--- src/rtl/stream_fifo_pkg.sv ---
// Shared definitions for the streaming FIFOs in the datapath.
// Includes the count-width helper and the head-register load source encoding.
package stream_fifo_pkg;

  // Occupancy counters need one extra bit so they can represent a completely full FIFO.
  function automatic int cnt_w(input int depth);
    return $clog2(depth) + 1;
  endfunction

  function automatic bit is_pow2(input int n);
    return (n > 0) && ((n & (n - 1)) == 0);
  endfunction

  typedef enum logic [1:0] {
    HEAD_HOLD     = 2'd0,
    HEAD_FROM_RAM = 2'd1,
    HEAD_BYPASS   = 2'd2,
    HEAD_DRAIN    = 2'd3
  } head_src_e;

endpackage

--- src/rtl/stream_fifo_ram.sv ---
// Simple dual-port storage for stream_fifo.
// It is kept separate so a BRAM/URAM macro can be swapped in.
module fifo_ram #(
  parameter int D_W   = 32,
  parameter int DEPTH = 16,
  localparam int AW   = $clog2(DEPTH)
) (
  input  logic           clk,
  input  logic           we,
  input  logic [AW-1:0]  waddr,
  input  logic [D_W-1:0] wdata,
  input  logic [AW-1:0]  raddr,
  output logic [D_W-1:0] rdata
);

  logic [D_W-1:0] mem [DEPTH];

  always_ff @(posedge clk) begin
    if (we) mem[waddr] <= wdata;
  end

  assign rdata = mem[raddr];

endmodule

--- src/rtl/stream_fifo.sv ---
// First-word-fall-through valid/ready FIFO with a registered head word.
// Words are held in a RAM; flush is a synchronous clear that discards the contents.
module stream_fifo
  import stream_fifo_pkg::*;
#(
  parameter int D_W       = 32,
  parameter int DEPTH     = 16,
  parameter int AFULL_TH  = DEPTH - 2,
  parameter int AEMPTY_TH = 2
) (
  input  logic                      clk,
  input  logic                      rst,
  input  logic                      flush,
  input  logic                      s_valid,
  output logic                      s_ready,
  input  logic [D_W-1:0]            s_data,
  output logic                      m_valid,
  input  logic                      m_ready,
  output logic [D_W-1:0]            m_data,
  output logic [cnt_w(DEPTH)-1:0]   count,
  output logic                      almost_full,
  output logic                      almost_empty
);

  localparam int AW = $clog2(DEPTH);
  localparam int CW = cnt_w(DEPTH);
  localparam logic [CW-1:0] FULL_CNT   = CW'(DEPTH);
  localparam logic [CW-1:0] AFULL_CNT  = CW'(AFULL_TH);
  localparam logic [CW-1:0] AEMPTY_CNT = CW'(AEMPTY_TH);

  generate
    if (!is_pow2(DEPTH) || DEPTH < 2) begin : g_depth_chk
      $error("stream_fifo: DEPTH must be a power of two and at least 2");
    end
    if (!(AEMPTY_TH < AFULL_TH && AFULL_TH <= DEPTH)) begin : g_th_chk
      $error("stream_fifo: thresholds must satisfy AEMPTY_TH < AFULL_TH <= DEPTH");
    end
  endgenerate

  logic [AW-1:0]  wr_ptr;
  logic [AW-1:0]  rd_ptr;
  logic [D_W-1:0] ram_rdata;
  logic           push;
  logic           pop;
  logic           head_load;
  logic           ram_empty;
  logic           ram_we;
  head_src_e      head_src;

  assign s_ready   = (count != FULL_CNT) && !flush;
  assign push      = s_valid && s_ready;
  assign pop       = m_valid && m_ready;
  assign head_load = !m_valid || m_ready;
  // RAM holds at most DEPTH-1 words (the head register holds one more), so equal pointers mean empty.
  assign ram_empty = (wr_ptr == rd_ptr);

  always_comb begin
    head_src = HEAD_HOLD;
    if (head_load) begin
      if (!ram_empty)
        head_src = HEAD_FROM_RAM;
      else if (push)
        head_src = HEAD_BYPASS;
      else
        head_src = HEAD_DRAIN;
    end
  end

  assign ram_we = push && (head_src != HEAD_BYPASS);

  fifo_ram #(
    .D_W   (D_W),
    .DEPTH (DEPTH)
  ) u_ram (
    .clk   (clk),
    .we    (ram_we),
    .waddr (wr_ptr),
    .wdata (s_data),
    .raddr (rd_ptr),
    .rdata (ram_rdata)
  );

  always_ff @(posedge clk) begin
    if (rst || flush) begin
      wr_ptr  <= '0;
      rd_ptr  <= '0;
      count   <= '0;
      m_valid <= 1'b0;
    end else begin
      if (ram_we) wr_ptr <= wr_ptr + AW'(1);
      case (head_src)
        HEAD_FROM_RAM: begin
          m_valid <= 1'b1;
          rd_ptr  <= rd_ptr + AW'(1);
        end
        HEAD_BYPASS: m_valid <= 1'b1;
        HEAD_DRAIN:  m_valid <= 1'b0;
        default:     m_valid <= m_valid;
      endcase
      count <= count + CW'(push) - CW'(pop);
    end
  end

  // The head word itself carries no reset; it is only meaningful while m_valid is high.
  always_ff @(posedge clk) begin
    if (!rst && !flush) begin
      if (head_src == HEAD_FROM_RAM)
        m_data <= ram_rdata;
      else if (head_src == HEAD_BYPASS)
        m_data <= s_data;
    end
  end

  assign almost_full  = (count >= AFULL_CNT);
  assign almost_empty = (count <= AEMPTY_CNT);

endmodule

--- config.mk ---
export PLATFORM = sky130hd
export DESIGN_NAME = stream_fifo
export DESIGN_NICKNAME = d
export VERILOG_FILES = /design/src/rtl/stream_fifo_pkg.sv /design/src/rtl/stream_fifo_ram.sv /design/src/rtl/stream_fifo.sv
export SDC_FILE = /design/constraint.sdc
export NUM_CORES = 1
export LEC_CHECK = 0
export BUFFER_PORTS_ARGS = -buffer_cell sky130_fd_sc_hd__buf_2
export CAP_MARGIN = 10
export CORE_MARGIN = 2
export CORE_UTILIZATION = 51
export DETAILED_ROUTE_END_ITERATION = 12
export MAX_ROUTING_LAYER = met4
export PLACE_DENSITY = 0.68
export RECOVER_POWER = 50
export SYNTH_ARGS = -nofsm -noshare
export SYNTH_HDL_FRONTEND = slang
export SYNTH_SLANG_ARGS = --single-unit
--- constraint.sdc ---
create_clock -name clk -period 5.6 [get_ports clk]
set_input_delay 0.56 -clock clk [delete_from_list [all_inputs] [get_ports clk]]
set_output_delay 0.56 -clock clk [all_outputs]
set_load 0.01 [all_outputs]
==> results of run 1 <==
-- metal layers --
metal | vias to the layer above | GRT usage | wire (um)
li1 | 4370 | - | -
met1 | 5316 | 0.289 | 18500
met4 | 0 | 0.0525 | 762
met3 | 64 | 0.0285 | 2220
met5 | - | - | 0
met2 | 279 | 0.320 | 21100
-- worst min path at each step --
stage	startpoint	end	slack, ns	cells past startpoint
detailed placement	m_valid	m_valid	0.55	2
global placement	m_valid	m_valid	0.53	2
global route	rst	wr_ptr[3]	0.31	3
floorplan	rd_ptr[3]	flip-flop	0.53	2
finish	rst	wr_ptr[3]	0.29	3
CTS	rst	wr_ptr[3]	0.27	3
-- cells in the mapped netlist (2+ instances only) --
library cell  number
xnor2_1            6
nor3_1             4
ha_1              20
mux2_2            32
buf_4             10
inv_1             11
or2_2              2
buf_6              3
a21oi_1           37
mux2i_1            4
nor2_1            27
dfxtp_1           18
mux4_1            18
o22ai_1           53
clkbuf_1          21
nand4_1            2
xor2_1             4
or3_1              3
and2_1             3
nand2b_1           5
mux4_2           110
o21ai_0            3
buf_8              2
edfxtp_1         544
o22ai_2           11
buf_12             2
nand2_1           12
buf_2             15
-- registers in the layout (all words and copies together), names as in the netlist, named ones only --
register,cells
count,5
rd_ptr,4
m_data,32
m_valid,1
wr_ptr,4
u_ram.mem,512
-- worst reg2reg max path: cells and delay by family, from the launching register on --
| family | cells | cell delay (ns) |
|---|---|---|
| AND/OR/NAND/NOR | 3 | 2.00 |
| buffers and inverters | 2 | 0.63 |
| adder cells (fa/ha/maj) | 2 | 0.43 |
| AO/OA/AOI/OAI | 1 | 0.39 |
| flip-flops | 1 | 0.36 |
-- power by group --
part,switching (uW),total [uW],internal (uW)
combinational,196,279,83.1
clock,1510,3550,2040
sequential,12.0,4670,4650
total,1720,8490,6780
-- stage by stage --
stage                     power [uW]  instances
final                           8490       1672
after CTS                       8570       1669
after global routing            8740       1672
after global placement          5040       1567
after floorplan                 4900        989
after detailed placement        5050       1567
-- final cells by class --
cell class,instances,area share
clock inverter,34,0.0108
tap,539,0.0276
antenna,1,0.000102
timing repair buffer,94,0.0193
clock buffer,68,0.0600
multi-input combinational,363,0.197
sequential,562,0.683
inverter,11,0.00169
-- cell usage in the layout, fill, tap and decap left out, types with 3 or more instances in the layout --
master	instances
edfxtp_1	544
mux4_2	110
clkbuf_1	84
clkbuf_16	57
o22ai_1	53
a21oi_1	37
mux2_2	32
ha_1	19
mux4_1	18
nor2_1	15
dfxtp_1	15
clkinv_2	14
clkinv_1	13
buf_4	13
nor2_4	12
inv_1	11
nand2_1	11
o22ai_2	11
xnor2_1	6
nand2b_1	4
nor3_2	4
xor2_1	4
mux2i_1	4
bufinv_16	4
buf_2	4
buf_12	4
o21ai_0	3
or3_1	3
dfxtp_4	3
-- logic make-up (layout without fill, tap and decap cells) --
group	after synthesis	in the layout
AO/OA/AOI/OAI	106	106
other	0	1
adder cells (fa/ha/maj)	21	21
buffers and inverters	64	207
multiplexers	164	164
AND/OR/NAND/NOR	62	62
flip-flops	562	562
XOR/XNOR	10	10
==> summary.md, run 1 <==
| Metric | Value |
|---|---|
| Outcome | `complete, but fails checks` |
| Failing checks | `max-capacitance violations, max-slew violations` |
| Post-synth top area share | `0.750` |
| Synth Area in XOR/XNOR | `0.00402` |
| Dominant synthesized flop cell | `edfxtp_1` |
| Netlist Area Pre-Place | `between 20000 and 25000 sq um` |
| Core region area | `42000 sq um` |
| Final min period | `between 4 and 5 ns` |
| WP data required | `5.88 ns` |
| CP Max Fanout | `19` |
| Crit path max-delay family | `simple AND/OR/NAND/NOR gates` |
| DR iter-0 viols | `about 840` |
| Stages on worst setup path | `8` |
| Power per standard cell area | `roughly 350 nW/um^2` |
| Slew Viols, Final | `20` |
| Maximum vdd drop | `~0.25 mV` |
| Cell mode on critical path | `nor2_1` |
| First-pass GRT wire length | `about 65 mm` |
| CTS Sinks | `562` |
| Hold Crit Class | `primary input to flip-flop` |
| Vias in the first global route | `~10000` |
| Final WL | `between 40 and 50 mm` |
| Placement Setup Slack | `between 1.5 and 2 ns` |
| Crit path arrival time | `approximately 4.4 ns` |
| Num ports | `78` |
| Layout cells sized above 1 | `0.245` |
| Fin util | `0.582` |
| Compound-Gate Fraction of Synth Area | `0.0314` |
| Clock root buffer | `clkbuf_16` |
| Yosys Warn Count | `0` |
| Largest net degree at the start of global routing | `approximately 70` |
| P_leak | `~0.0074 uW` |
| Worst R2R Start | `count[2]` |
| Syn Nets | `between 1000 and 1500` |
| Nets | `approximately 1100` |
| CTS Buffer Depth | `3` |
| WL per Instance | `25.5 um` |
| Gpl congestion | `roughly 0.78` |
| Worst-margin pin slew | `around 2.2 ns` |
| Seq/Total Area, Yosys | `0.767` |
| Post-synth EDFFs | `about 540` |
| Reg-to-reg critical path endpoint | `m_data[1]` |
| Top cells by area, synth | `edfxtp_1 75%, mux4_2 11%, mux4_1 2.2%` |
| Fillers | `between 3000 and 4000` |
| PortBufs | `between 70 and 80` |
| Initial Util | `0.518` |
| GRT Total Usage | `0.204` |
| Final non-filler cell area | `24500 sq um` |
| Die X | `around 210 um` |
| Mux contribution to synthesized area | `0.154` |
| Layout area overhead | `12.3%` |
| PnR worst setup slack | `1.46 ns` |
| Die Area | `between 40000 and 50000 sq um` |
| Post-synth ARST share | `0` |
| Crit share post-route | `0.739` |
| Clock skew | `roughly 0.016 ns` |
| Crit. End Element | `flip-flop` |
| Initial antenna violation count | `1` |
| Simple-Gate Fraction of Synth Area | `0.0143` |
| Fin. Hold Viols | `0` |
| Critical Path End | `m_data[1]` |
| TritonCTS clock tree | `built` |
| Post-CTS Resized | `0` |
| Rel. slew slack | `-0.483` |
| Via count | `approximately 10000` |
| Delay of the slowest critical-path stage | `roughly 1.6 ns` |
| Largest family of logic cells by synthesized area | `multiplexers` |
| Area leader, netlist | `edfxtp_1` |
| Die Height | `211 um` |
| Setup violators final | `0` |
| GR Overflow Total | `0` |
| CP Cell Sequence | `inv_1, ha_1, and4bb_1, nor2_1, a31oi_1, ha_4, nor2_1, buf_4` |
| R2r setup slk | `about 1.5 ns` |
| Vias per inst | `approximately 6` |
| DRC | `0` |
| Crit path launch | `count[2]` |
| Syn avg cell area | `around 22 sq um` |
| Clock Pin Slew Worst Setup and Hold Paths | `approximately 0.06 ns` |
| RSZ-0062 raised after global routing | `no` |
| DP Area | `around 23000 sq um` |
| Max Clk Rate | `around 240 MHz` |
| Register Area | `around 17000 sq um` |
| Synth Area in Adders | `0.0124` |
| Post-CTS setup buffer count | `0` |
| Critical Path Start Type | `flip-flop` |
| Multi-input logic area | `4830 sq um` |
| ANT nets after route | `0` |
| DPL Wire Length | `23.3 mm` |
| Hold-fix buffer count after cts | `0` |
| Yosys cell types | `35` |
| Worst r2r path cells | `8` |
| H-tree depth | `2` |
| Pre-antenna DRT Iters | `5` |
| TritonCTS buffer count | `between 50 and 60` |
| Max_cap viols | `1` |
| Clk Latency, worst-skew pair | `0.60 ns` |
| Setup_tns | `0 ns` |
| Crit path kind | `flip-flop to flip-flop` |
| Hold Slack | `between 0.2 and 0.3 ns` |
| Cells after Synth | `approximately 990` |
| Slowest-stage cell, CP | `nor2_1` |
| Seq cells post-synth | `562` |
| CP Buf/Inv Count | `2` |
| Rows | `75` |
Note: power is estimated with default switching activity, not from simulation.
==> run 2, diff against run 1 <==
- PLACE_DENSITY: 0.68 -> 0.7
- clock period: 5.6 -> 3.8 ns (I/O delays scaled with it)
==> run 2 against run 1 <==
Net effect: the run now ends clean; hold slack got worse by 0.19 ns; total power rose by 48%; wire length up 6.7%; first-iteration DRC count grew 3.7%; clock skew down 0.0019 ns; critical path depth rose by 4; final area increased by 1.4%; sequential power is 47% higher; clock power up 49%; global-route usage up 1.4 points; critical endpoint is now u_ram.mem[7][19]; largest cell class unchanged.
==> summary.md, run 2 (synthesis results as in run 1) <==
| Metric | Value |
|---|---|
| Final non-filler cell area | `24800 sq um (+1.4%)` |
| ANT nets after route | `0 (unchanged)` |
| Final WL | `45.4 mm (+6.7%)` |
| Max Clk Rate | `306 MHz (+27%)` |
| GRT Total Usage | `0.218 (+0.0137)` |
| Num ports | `78 (unchanged)` |
| H-tree depth | `2 (unchanged)` |
| Die X | `211 um (unchanged)` |
| Gpl congestion | `0.784 (+0.85%)` |
| R2r setup slk | `0.53 ns (-0.93 ns)` |
| Hold Crit Class | `primary input to flip-flop` |
| Crit path kind | `flip-flop to flip-flop` |
| TritonCTS clock tree | `built` |
| Nets | `1168 (+2.0%)` |
| Rows | `75 (unchanged)` |
| CP Max Fanout | `13 (-6)` |
| Hold-fix buffer count after cts | `0 (unchanged)` |
| Critical Path Start Type | `flip-flop` |
| Highest-count cells in the layout ignoring fill and taps | `544 x edfxtp_1, 110 x mux4_2, 85 x clkbuf_1, 57 x clkbuf_16, 53 x o22ai_1` |
| Hold wc startpoint | `rst` |
| Initial Util | `0.518 (unchanged)` |
| Slew Viols, Final | `0 (-100%)` |
| Commonest non-fill, non-tap cell in the layout | `edfxtp_1` |
| Largest registers | `u_ram.mem: 512 flops, m_data: 32 flops, count: 5 flops` |
| DPL Wire Length | `27.0 mm (+16%)` |
| Max FFs per register | `512 (unchanged)` |
| Worst R2R Start | `count[2]` |
| Largest net degree at the start of global routing | `65 (-9.7%)` |
| CTS Buffer Depth | `3 (unchanged)` |
| Reg-to-reg critical path endpoint | `u_ram.mem[7][19]` |
| P_leak | `0.00757 uW (+1.8%)` |
| Fin util | `0.590 (+0.00822)` |
| Setup violators final | `0 (unchanged)` |
| WP data required | `4.10 ns (-1.78 ns)` |
| First-pass GRT wire length | `68.1 mm (+4.7%)` |
| Maximum vdd drop | `0.398 mV (+59%)` |
| Rel. slew slack | `0.157 (+0.640)` |
| DRC | `0 (unchanged)` |
| Layout cells sized above 1 | `0.256 (+0.0112)` |
| Post-CTS setup buffer count | `0 (unchanged)` |
| RSZ-0062 raised after global routing | `no` |
| Core region area | `42000 sq um (unchanged)` |
| Clock skew | `0.0139 ns (-0.00186 ns)` |
| Clock Pin Slew Worst Setup and Hold Paths | `0.07 ns (about the same)` |
| WL per Instance | `26.8 um (+5.3%)` |
| Post-CTS Resized | `0 (unchanged)` |
| Delay of the slowest critical-path stage | `0.44 ns (-1.18 ns)` |
| CP Cell Sequence | `inv_1, ha_1, and4bb_1, nor2_1, a31oi_1, inv_1, ha_1, nor4b_1, buf_4, nand2_1, nor2_4, buf_12` |
| Via count | `10100 (+0.83%)` |
| Die Height | `211 um (unchanged)` |
| Largest reg by FF count | `u_ram.mem` |
| Die Area | `44400 sq um (unchanged)` |
| Final min period | `3.27 ns (-0.871 ns)` |
| DR iter-0 viols | `868 (+3.7%)` |
| Crit share post-route | `0.860 (+0.121)` |
| Power per standard cell area | `507 nW/um^2 (+46%)` |
| Vias per inst | `5.97 (-0.48%)` |
| Crit. End Element | `flip-flop` |
| Pre-antenna DRT Iters | `6 (+1)` |
| Clk Latency, worst-skew pair | `0.60 ns (about the same)` |
| Crit path arrival time | `3.57 ns (-0.85 ns)` |
| Worst-margin pin slew | `1.26 ns (-0.953 ns)` |
| Hold endpoint | `wr_ptr[3]` |
| Slowest-stage cell, CP | `nor2_4` |
| Hold path cells | `3 (unchanged)` |
| Outcome | `finished clean` |
| Fin. Hold Viols | `0 (unchanged)` |
| Initial antenna violation count | `2 (+1)` |
| TritonCTS buffer count | `55 (unchanged)` |
| Worst r2r path cells | `12 (+4)` |
| PortBufs | `77 (unchanged)` |
| Vias in the first global route | `10500 (+0.82%)` |
| DP Area | `23200 sq um (+1.8%)` |
| Clock root buffer | `clkbuf_16` |
| GR Overflow Total | `0 (unchanged)` |
| CTS Sinks | `562 (unchanged)` |
| Layout area overhead | `13.9%` |
| Max_cap viols | `0 (-1)` |
[run 2: cell count changes in the layout (fill, tap and decap cells not counted), moves of 4 or more]
cell / delta
buf_12: +13
buf_4: +10
clkinv_2: -4
nor3_2: -4
nor3_4: +4
[run 2: through the flow]
| stage | hold WS (ns) | cells | setup WS (ns) | setup TNS [ns] | total power, uW |
|---|---|---|---|---|---|
| finish | 0.102 | 1694 | 0.532 | 0 | 12600 |
| global placement | 0.530 | 1592 | 0.521 | 0 | 7450 |
| global route | 0.112 | 1694 | 0.282 | 0 | 13000 |
| CTS | 0.0818 | 1692 | 0.395 | 0 | 12700 |
| detailed placement | 0.547 | 1592 | 0.412 | 0 | 7460 |
| floorplan | 0.479 | 989 | -0.187 | -39.63 | 7220 |
[run 2: per-layer routing]
| metal | global-route usage | vias to the layer above | wire length, um |
|---|---|---|---|
| li1 | - | 4415 | - |
| met1 | 0.279 | 5344 | 18300 |
| met2 | 0.366 | 285 | 23700 |
| met3 | 0.0378 | 68 | 2250 |
| met4 | 0.0585 | 0 | 1090 |
| met5 | - | - | 0 |
[run 2: cell type report]
| cell class | count | area, sq um |
|---|---|---|
| clock inverters | 31 | 269 |
| clock buffers | 69 | 1470 |
| repair buffers | 117 | 807 |
| diodes | 2 | 5.00 |
| inverters | 11 | 41.3 |
| well taps | 539 | 674 |
| fillers | 3068 | 17200 |
| flip-flops and latches | 562 | 16700 |
| multi-input cells | 363 | 4830 |
[run 2: worst max-delay path: cells and delay by family, from the launching register on]
kind            cells  cell delay [ns]
fa+ha+maj           2             0.36
flops               1             0.35
compound gates      1             0.29
buf+inv             4             0.65
simple gates        5             1.31
[run 2: power by group]
group	internal (uW)	total, uW	leakage, uW	switching [uW]
logic	125	425	0.00167	299
clock network	3060	5280	0.000853	2220
registers	6860	6880	0.00505	19.4
[run 2: how the worst max path moves through the flow]
stage | startpoint | endpoint | slack [ns] | depth (start not counted)
5_1_grt | count[2] | u_ram.mem[15][26] | 0.28 | 12
6_report | count[2] | u_ram.mem[7][19] | 0.53 | 12
2_1_floorplan | count[2] | u_ram.mem[15][0] | -0.19 | 10
3_5_place_dp | count[2] | u_ram.mem[15][23] | 0.41 | 12
4_1_cts | count[2] | u_ram.mem[15][20] | 0.40 | 12
3_3_place_gp | count[2] | u_ram.mem[15][25] | 0.52 | 12
